<file path="src/rtl/div_pkg.sv">
// Shared types and constants for the sequential divider.
package div_pkg;
  localparam int DIV_WIDTH = 32;

  typedef enum logic [1:0] {
    IDLE  = 2'd0,
    CALC  = 2'd1,
    FIXUP = 2'd2,
    DONE  = 2'd3
  } state_t;
endpackage

</file>
<file path="src/rtl/sub_borrow.sv">
// WIDTH-bit subtractor a-b with borrow out; the trial step of the divider.
module sub_borrow #(
  parameter int WIDTH = 32
) (
  input  logic [WIDTH-1:0] a,
  input  logic [WIDTH-1:0] b,
  output logic [WIDTH-1:0] diff,
  output logic             borrow
);
  assign {borrow, diff} = {1'b0, a} - {1'b0, b};
endmodule

</file>
<file path="src/rtl/div_seq.sv">
// Restoring sequential divider: one quotient bit per cycle, fixed latency.
// Build option DIV_SEQ_SIGNED_EN selects two's-complement operands.
module div_seq
  import div_pkg::*;
#(
  parameter int WIDTH = DIV_WIDTH
) (
  input  logic             clock,
  input  logic             reset_n,
  input  logic             start,
  input  logic [WIDTH-1:0] dividend,
  input  logic [WIDTH-1:0] divisor,
  output logic             busy,
  output logic             done,
  output logic [WIDTH-1:0] quotient,
  output logic [WIDTH-1:0] remainder,
  output logic             div_by_zero
);
  localparam int CW = $clog2(WIDTH + 1);

  state_t           state;
  logic [CW-1:0]    cnt;
  logic [WIDTH-1:0] rem, quo, dvs;
  logic             neg_q, neg_r;

  logic [WIDTH-1:0] mag_a, mag_b;
  logic             sgn_a, sgn_b;

  always_comb begin
`ifdef DIV_SEQ_SIGNED_EN
    sgn_a = dividend[WIDTH-1];
    sgn_b = divisor[WIDTH-1];
    mag_a = sgn_a ? -dividend : dividend;
    mag_b = sgn_b ? -divisor : divisor;
`else
    sgn_a = 1'b0;
    sgn_b = 1'b0;
    mag_a = dividend;
    mag_b = divisor;
`endif
  end

  // Shifted partial remainder; its dropped MSB means the trial always succeeds.
  logic [WIDTH-1:0] shifted, diff;
  logic             borrow, take;

  assign shifted = {rem[WIDTH-2:0], quo[WIDTH-1]};
  assign take    = rem[WIDTH-1] | ~borrow;

  sub_borrow #(.WIDTH(WIDTH)) u_sub (
    .a      (shifted),
    .b      (dvs),
    .diff   (diff),
    .borrow (borrow)
  );

  always_ff @(posedge clock or negedge reset_n) begin
    if (!reset_n) begin
      state       <= IDLE;
      cnt         <= '0;
      rem         <= '0;
      quo         <= '0;
      dvs         <= '0;
      neg_q       <= 1'b0;
      neg_r       <= 1'b0;
      busy        <= 1'b0;
      done        <= 1'b0;
      quotient    <= '0;
      remainder   <= '0;
      div_by_zero <= 1'b0;
    end else begin
      done <= 1'b0;
      case (state)
        IDLE: begin
          if (start) begin
            busy        <= 1'b1;
            div_by_zero <= (divisor == '0);
            if (divisor == '0) begin
              quo   <= '0;
              rem   <= dividend;
              neg_q <= 1'b0;
              neg_r <= 1'b0;
              state <= DONE;
            end else begin
              quo   <= mag_a;
              rem   <= '0;
              dvs   <= mag_b;
              neg_q <= sgn_a ^ sgn_b;
              neg_r <= sgn_a;
              cnt   <= CW'(WIDTH);
              state <= CALC;
            end
          end
        end
        CALC: begin
          rem <= take ? diff : shifted;
          quo <= {quo[WIDTH-2:0], take};
          cnt <= cnt - 1'b1;
          if (cnt == CW'(1)) state <= FIXUP;
        end
        FIXUP: begin
          quo   <= neg_q ? -quo : quo;
          rem   <= neg_r ? -rem : rem;
          state <= DONE;
        end
        DONE: begin
          done      <= 1'b1;
          busy      <= 1'b0;
          quotient  <= quo;
          remainder <= rem;
          state     <= IDLE;
        end
        default: state <= IDLE;
      endcase
    end
  end
endmodule

</file>
<file path="config.mk">
export PLATFORM = sky130hd
export DESIGN_NAME = div_seq
export DESIGN_NICKNAME = d
export VERILOG_FILES = /design/src/rtl/div_pkg.sv /design/src/rtl/sub_borrow.sv /design/src/rtl/div_seq.sv
export SDC_FILE = /design/constraint.sdc
export NUM_CORES = 1
export LEC_CHECK = 0
export ABC_AREA = 1
export CAP_MARGIN = 40
export CORE_MARGIN = 8
export CORE_UTILIZATION = 61
export CTS_CLUSTER_SIZE = 25
export DETAILED_ROUTE_END_ITERATION = 8
export PLACE_DENSITY = 0.95
export SYNTH_ARGS = -nofsm -noshare
export SYNTH_HDL_FRONTEND = slang
export SYNTH_SLANG_ARGS = --single-unit
</file>
<file path="constraint.sdc">
create_clock -name clock -period 5.2 [get_ports clock]
set_input_delay 0.78 -clock clock [delete_from_list [all_inputs] [get_ports clock]]
set_output_delay 0.78 -clock clock [all_outputs]
set_load 0.005 [all_outputs]
</file>
==> flow_summary.ini <==
[setup_path]
cp.required_ns = 5.53
startpoint_type = input port
end_kind = flop
reg2reg_slack_ns = 2.14
worstPathArrival_ns = 3.64
crit_fanout = 66
crit_type = in -> reg

[yosys]
yosysSeqAreaShare_pct = 40.68
synth_cells = 1530
syn_area_sq_mm = 0.01052
synthTopCellsByArea = dfrtp_1, nand2_1, inv_1
synth.avg_cell_area_sq_um = 6.875
yosysTopAreaCell = dfrtp_1
synth_flop_cell = dfrtp_1
synth_edf_count = 0
synth_top_area_share_pct = 40.68
synth_seq_cells = 171
synthTopCellsByCount = nand2_1, inv_1, dfrtp_1
synth_warnings = 0
async_flop_share_pct = 100.0
synth_cell_types = 35
yosysMostFrequentCell = nand2_1
syn-num-nets = 1636

[clock_network]
post_cts_buffers = 0
clkSinkCount = 171
clock_latency_ns = 0.45
cts.clk_slew.worst_paths_ns = 0.07
cts_buffers = 17
cts_resized = 0
htree_levels = 4
cts_buffer_depth = 2
clockRootBuffer = clkbuf_16
holdBufCountCts = 0
cts_tree = done

[die]
initial_core_util_pct = 61.67
pin_count = 134
fp.dieW_um = 147.3
core_sq_mm = 0.01706
dieArea_sq_mm = 0.02170
num_rows = 48
die_h_um = 147.3

[sta]
max_slew.worst_pin.slew_ns = 0.7878
rsz0062_at_grt = false
setup_viol = 0
slew_headroom_pct = 47.48
slew_violations = 0
setup-tns-final_ns = 0
hold_viol = 0
max_freq_mhz = 301.7
clock_skew_ns = 0.01284
fin_crit_sh_pct = 63.74
min_period_ns = 3.314

[routing]
avgViaCountPerCell = 5.669
detail_route.wl_per_cell_um = 16.87
drcViolationCount = 0
vias = 10620
drt_iter0_markers = 1187
drt_pass1_iterations = 7
routed_wl_mm = 31.62
ant_nets = 0

[layout]
final_nets = 1742
diodes = 0
final_area_sq_mm = 0.01262
fill_cells = 1267
drive_gt1_share_pct = 6.064
syn_to_final_growth_pct = 19.95

[power_and_ir_drop]
ir_worst_vdd_mv = 0.4252
leakage_nw = 6.684
p_per_area_mw_per_mm2 = 834.7

[place]
hpwl_mm = 22.55
placed_area_sq_mm = 0.01201
gp_congestion = 0.9333
io_buffers = 133

[global_route]
grt_util_all_layers_pct = 29.20
antenna_found_initial = 0
grt_pass1_wl_mm = 51.05
overflow = 0
grt_max_degree = 88
grt_pass1_vias = 10040

[job]
cap_violations = 0

[min_path]
hold_path.class = in -> async

[run_status]
outcome = complete, no violations
## area by class of cell
type	count	area, sq um	area share (%)
clock buffers	19	452.9	3.590
clock inverters	13	151.4	1.200
inverters	226	848.3	6.724
multi-input cells	1076	5156	40.87
flip-flops and latches	171	4279	33.92
well taps	225	281.5	2.231
repair buffers	144	1448	11.47
## per-layer routing
| metal | wire, um | global-route usage, % | vias to the layer above |
|---|---|---|---|
| li1 | - | - | 4968 |
| met1 | 12840 | 38.36 | 4938 |
| met2 | 14740 | 46.72 | 598 |
| met3 | 2905 | 5.352 | 120 |
| met4 | 1124 | 12.09 | 0 |
| met5 | 0 | 0 | - |
## kinds of logic (layout without fill, tap and decap cells)
| kind of cell | Yosys count | in the layout | synth area share (%) |
|---|---|---|---|
| buffers and inverters | 283 | 402 | 10.48 |
| flip-flops | 171 | 171 | 40.68 |
| XOR/XNOR | 14 | 14 | 1.166 |
| AND/OR/NAND/NOR | 819 | 819 | 32.58 |
| AO/OA/AOI/OAI | 204 | 204 | 10.38 |
| adder cells (fa/ha/maj) | 39 | 39 | 4.710 |
## sequential cells by signal, summed over array words and instances (netlist names), 2 cells and up
| name | flops |
|---|---|
| remainder | 32 |
| state | 2 |
| dvs | 32 |
| cnt | 6 |
| quotient | 32 |
| quo | 32 |
| rem | 32 |
## critical path, stage by stage
cell and delay (ns):
clkdlybuf4s50_1 0.41, nor4_1 0.58, nand4_1 0.35, nor2_2 0.17, buf_4 0.36, nor2_4 0.05, buf_4 0.29, inv_1 0.15
o21ai_0 0.26, nand2_1 0.16, nand2_1 0.06
## power breakdown
group	internal (mW)	switching [mW]
Combinational	2.45	4.25
Sequential	2.02	0.499
Clock	0.708	0.605
## worst paths after layout
| kind | from | to | cells after the start |
|---|---|---|---|
| hold reg to reg | remainder[20] | remainder[20] | 2 |
| min in group clock | remainder[20] | remainder[20] | 2 |
| max in group asynchronous | reset_n | quo[21] | 2 |
| setup / recovery | divisor[1] | cnt[4] | 11 |
| hold / removal | reset_n | rem[5] | 1 |
| setup reg to reg | quo[31] | rem[17] | 16 |
## cells in the final DEF, fill, tap and decap left out, types with 10 or more instances in the layout
cell,netlist,final
ha_1,38,36
inv_1,223,222
nand3_1,69,69
o21ai_0,44,44
a21oi_2,11,11
clkbuf_16,0,17
a21oi_1,130,130
dfrtp_1,171,171
a22oi_1,11,11
nand2_2,24,24
xnor2_1,10,10
nand4_1,10,10
nand2_1,542,542
nor2_1,133,132
nand3b_1,16,16
clkdlybuf4s50_1,0,132
## metrics by stage
step	std cells	hold slack (ns)	utilization [%]	power [mW]	setup WS (ns)
3_3_place_gp	1839	0.4526	70.11	8.672	1.483
5_1_grt	1874	0.4752	73.97	11.39	1.638
3_5_place_dp	1842	0.4578	70.43	8.961	1.317
2_1_floorplan	1530	0.4454	-	7.004	3.003
4_1_cts	1874	0.4308	73.97	10.41	1.760
6_report	1874	0.4058	73.97	10.53	1.886
Note: power is estimated with default switching activity, not from simulation.
